File: config.mk
export PLATFORM = sky130hd
export DESIGN_NAME = timer_device
export DESIGN_NICKNAME = d
export VERILOG_FILES = /design/src/rtl/timer_device_pkg.sv /design/src/rtl/timer_device.sv
export SDC_FILE = /design/constraint.sdc
export NUM_CORES = 1
export LEC_CHECK = 0
export ABC_CLOCK_PERIOD_IN_PS = 6100
export CAP_MARGIN = 20
export CELL_PAD_IN_SITES_DETAIL_PLACEMENT = 0
export CELL_PAD_IN_SITES_GLOBAL_PLACEMENT = 1
export CORE_UTILIZATION = 44
export CTS_CLUSTER_SIZE = 14
export DETAILED_ROUTE_END_ITERATION = 8
export PLACE_DENSITY_LB_ADDON = 0.25
export SLEW_MARGIN = 20
export SYNTH_ARGS = -nofsm -noshare
export SYNTH_HDL_FRONTEND = slang
export SYNTH_SLANG_ARGS = --single-unit
export TNS_END_PERCENT = 5
File: constraint.sdc
create_clock -name clk -period 6.1 [get_ports clk]
set_input_delay 1.525 -clock clk [delete_from_list [all_inputs] [get_ports clk]]
set_output_delay 1.525 -clock clk [all_outputs]
set_load 0.005 [all_outputs]
File: src/rtl/timer_device_pkg.sv
// Shared definitions for the memory-mapped down-counter timers: FSM encoding,
// register offsets, CTRL layout and the device base addresses used by the bridge.
package timer_device_pkg;

  typedef enum logic [1:0] {
    ST_IDLE = 2'd0,
    ST_LOAD = 2'd1,
    ST_CNT  = 2'd2,
    ST_INT  = 2'd3
  } state_t;

  localparam logic [1:0] ADDR_CTRL   = 2'd0;
  localparam logic [1:0] ADDR_PRESET = 2'd1;
  localparam logic [1:0] ADDR_COUNT  = 2'd2;

  localparam int CTRL_EN      = 0;
  localparam int CTRL_MODE_LO = 1;
  localparam int CTRL_MODE_HI = 2;
  localparam int CTRL_IM      = 3;

  localparam logic [1:0] MODE_ONESHOT = 2'b00;
  localparam logic [1:0] MODE_RELOAD  = 2'b01;

  localparam logic [31:0] TIMER0_BASE = 32'h0000_7F00;
  localparam logic [31:0] TIMER1_BASE = 32'h0000_7F10;

  // Field order matches the CTRL bit indices above: {IM, MODE[1:0], EN}.
  typedef struct packed {
    logic       im;
    logic [1:0] mode;
    logic       en;
  } ctrl_t;

  function automatic logic [31:0] ctrl_word(input ctrl_t c);
    return {28'b0, c};
  endfunction

endpackage

File: src/rtl/timer_device.sv
// Programmable 32-bit down-counter peripheral with CTRL/PRESET/COUNT registers,
// one-shot or auto-reload operation and a maskable interrupt request.
module timer_device
  import timer_device_pkg::*;
#(
  parameter logic [31:0] RESET_PRESET = 32'h0000_0000
) (
  input  logic        clk,
  input  logic        reset,
  input  logic        we,
  input  logic [1:0]  addr,
  input  logic [31:0] din,
  output logic [31:0] dout,
  output logic        irq
);

  state_t      state, state_next;
  ctrl_t       ctrl, ctrl_next;
  logic [31:0] preset, preset_next;
  logic [31:0] count, count_next;
  logic        irq_flag, irq_flag_next;

  always_comb begin
    // NOTE: every variable gets its hold value first so no path can infer a latch.
    state_next    = state;
    ctrl_next     = ctrl;
    preset_next   = preset;
    count_next    = count;
    irq_flag_next = irq_flag;

    unique case (state)
      ST_IDLE: begin
        if (ctrl.en) begin
          state_next    = ST_LOAD;
          irq_flag_next = 1'b0;
        end
      end
      ST_LOAD: begin
        count_next = preset;
        state_next = ST_CNT;
      end
      ST_CNT: begin
        if (!ctrl.en) begin
          state_next = ST_IDLE;
        end else if (count > 32'd1) begin
          count_next = count - 32'd1;
        end else begin
          count_next    = 32'd0;
          irq_flag_next = 1'b1;
          state_next    = ST_INT;
        end
      end
      ST_INT: begin
        state_next = ST_IDLE;
        if (ctrl.mode == MODE_RELOAD) irq_flag_next = 1'b0;
        else                          ctrl_next.en  = 1'b0;
      end
      default: state_next = ST_IDLE;
    endcase

    // Bus writes are applied last so a CPU CTRL write overrides the FSM's EN clear.
    if (we) begin
      unique case (addr)
        ADDR_CTRL: begin
          ctrl_next     = ctrl_t'(din[3:0]);
          irq_flag_next = 1'b0;
        end
        ADDR_PRESET: preset_next = din;
        default: ;
      endcase
    end
  end

  always_ff @(posedge clk or posedge reset) begin
    if (reset) begin
      state    <= ST_IDLE;
      ctrl     <= '0;
      preset   <= RESET_PRESET;
      count    <= 32'd0;
      irq_flag <= 1'b0;
    end else begin
      // NOTE: non-blocking updates keep every register sampling pre-edge values.
      state    <= state_next;
      ctrl     <= ctrl_next;
      preset   <= preset_next;
      count    <= count_next;
      irq_flag <= irq_flag_next;
    end
  end

  always_comb begin
    dout = 32'd0;
    unique case (addr)
      ADDR_CTRL:   dout = ctrl_word(ctrl);
      ADDR_PRESET: dout = preset;
      ADDR_COUNT:  dout = count;
      default:     dout = 32'd0;
    endcase
  end

  assign irq = ctrl.im & irq_flag;

endmodule

==> reports/qor.txt <==
Status: finished, violations left
Failing checks: DRC
Setup crit end kind: output port
GRT Residual Overflow: 0
Layout cells sized above 1: 0.158
First-pass GRT wire length: 17.9 mm
Post-Synthesis Net Count: 444
Setup repair bufs after CTS: 0
Largest net degree at the start of global routing: 39
Ys async rst share: 1.00
I/O Buffers: 69
Crit share post-route: 0.882
Hold path start: preset[21]$_DFFE_PP0P_
Starting density of the core: 0.460
Min-Delay Endpoint: count[21]$_DFFE_PP0P_
Worst R2R End: count[12]$_DFFE_PP0P_
Synth cell types: 57
Yosys synthesis warning count: 0
GPL Wtd Cong: 0.803
Worst slew margin: 0.330
Routed wire length: 10.8 mm
Die width: 98.0 um
Critical path class: primary input to output port
Top cell type's share of synthesized area: 0.438
Final setup violating endpoints: 0
LEAKAGE: 1.98 nW
Worst path most repeated cell: clkdlybuf4s50_1
Max clock buf depth: 2
Final-stage net count: 498
Top post-synthesis cells by count: dfrtp_1, mux2_2, a22o_1, nand2_1, clkbuf_1
Number of flops mapped to enable cells by yosys: 0
Setup Total Neg Slack: 0 ns
Clk pin slew, worst setup/hold paths: 0.07 ns
Slew Viols, Final: 0
Seq/Total Area, Yosys: 0.438
Synthesized flop and latch total: 71
Register-to-register setup slack: 3.11 ns
H-tree depth: 3
Antenna Cells: 0
CTS resizes: 0
Via count: 3581
Vias in the first global route: 3431
Critical Path AT: 3.86 ns
Crit-path slowest cell: clkdlybuf4s50_1
Pwr/cell area: 409 nW/um2
Max VDD drop: 0.165 mV
Row count: 34
Final core occ: 0.567
RSZ-0062 raised after global routing: no
Post-Syn Area per Cell: 10.0 um2
Max-cap violation count: 0
Worst Setup Start Kind: primary input
Core box area: 8810 um2
Worst path cell trace: clkdlybuf4s50_1, nor2b_2, buf_4, a22o_1, clkdlybuf4s50_1
Initial antenna violation count: 0
Total Die Area: 9600 um2
CP Max Fanout: 16
Hold crit path type: flop to flop
Crit path largest cell delay: 0.68 ns
Via-to-Cell Ratio: 6.27
Area growth syn-to-layout: 23.2%
Fin. Hold Viols: 0
Worst-Margin Slew: 1.00 ns
Most common cell in the netlist: dfrtp_1
WHS Path Cells: 2
Reg2Reg Depth: 6
# hold bufs at CTS: 0
Initial DRC count: 253
Total GRT Usage: 0.236
DR DRC count: 4
Worst endpoint required time: 4.58 ns
Fmax: 186 MHz
Worst reg2reg path startpoint: count[7]$_DFFE_PP0P_
Synth Instances: 405
CTS root buf: clkbuf_8
Netlist Area Pre-Place: 4050 um2
DRT Pass-1 Iters: 6
IO Count: 70
Final worst path period need: 5.38 ns
Synth Flop Type: dfrtp_1
Die Ht: 98.0 um
Clock sink count: 71
Final Skew: 0.0106 ns
CTS tree: done
Worst-Skew Late Latency: 0.35 ns
Total CTS buffers: 9
WL/cell: 18.9 um
Top cells by area, synth: dfrtp_1, mux2_2, a22o_1, nand2_1, nand3_1
Synth area leader: dfrtp_1
Hpwl dp: 7.04 mm
Antenna-violating nets left: 0
-- metrics by stage --
step / setup slack (ns) / power (W) / instance area [um2] / std cells / hold slack, ns
6_report: 0.717 / 0.00204 / 4990 / 571 / 0.533
5_1_grt: 0.596 / 0.00219 / 4990 / 571 / 0.553
4_1_cts: 0.710 / 0.00205 / 4990 / 571 / 0.537
3_5_place_dp: 0.704 / 0.00166 / 4800 / 556 / 0.519
3_3_place_gp: 0.777 / 0.00163 / 4800 / 556 / 0.504
2_1_floorplan: 1.82 / 0.00138 / 4050 / 405 / 0.484
-- routing by layer --
| layer | vias up | GRT usage | routed length, um |
|---|---|---|---|
| met5 | - | 0 | 0 |
| met4 | 0 | 0.0688 | 125 |
| met3 | 10 | 0.0523 | 586 |
| met2 | 110 | 0.383 | 5210 |
| met1 | 1796 | 0.316 | 4890 |
| li1 | 1665 | - | - |
-- flip-flops by register name (all words and copies together), names as in the netlist --
register,flops
preset,32
count,32
ctrl,4
irq_flag,1
state,2
-- worst max-delay path, delay by kind of cell --
kind            cells  cell delay, ns
compound gates      1            0.17
buf+inv             3            1.52
simple gates        1            0.62
-- layout make-up --
type                       count  area [um2]
clock buffer                  11         151
timing repair buffer          76         743
multi-input combinational    291        2100
fill                         787        3810
sequential                    71        1780
tap                          108         135
clock inverter                 4        45.0
inverter                      10        37.5
-- how the worst max path moves through the flow --
stage,from,end,cells past startpoint
4_1_cts,addr[0],dout[21],5
3_5_place_dp,addr[0],dout[21],5
2_1_floorplan,addr[0],dout[10],5
6_report,addr[0],dout[27],5
3_3_place_gp,addr[0],dout[16],5
5_1_grt,addr[0],dout[30],5
-- kinds of logic after synthesis --
logic type,after synthesis,share of synthesized area
buffers and inverters,43,0.0451
AO/OA/AOI/OAI,113,0.211
adder cells (fa/ha/maj),2,0.00617
flip-flops,71,0.438
multiplexers,42,0.115
AND/OR/NAND/NOR,134,0.185
-- layout by cell type (no fill, tap or decap), drive strengths merged, types with 2 or more instances in the layout --
master,netlist,routed
o311ai,2,2
clkdlybuf4s50,0,69
o21ai,22,22
a22oi,11,11
o31ai,6,6
ha,2,2
o211ai,5,5
nor3,11,11
nand2,32,32
clkinv,1,4
nor2,17,17
or4,10,10
nand2b,2,2
a31o,2,2
buf,10,7
clkbuf,23,11
nand4,14,14
and2,4,4
a32oi,2,2
dfrtp,71,71
nand3,22,22
o41ai,3,3
a21oi,8,8
a21o,2,2
a22o,32,32
inv,9,9
a31oi,4,4
o2bb2ai,3,3
nor4,10,10
mux2,35,35
nor2b,4,4
mux2i,7,7
or3,2,2
a221o,4,4
-- report_power, final --
group | internal (W) | switching (W)
clock network | 0.000207 | 0.000174
logic | 0.000376 | 0.000434
registers | 0.000629 | 0.000225
total | 0.00121 | 0.000833
No activity file was read; power rests on OpenSTA's default activity.
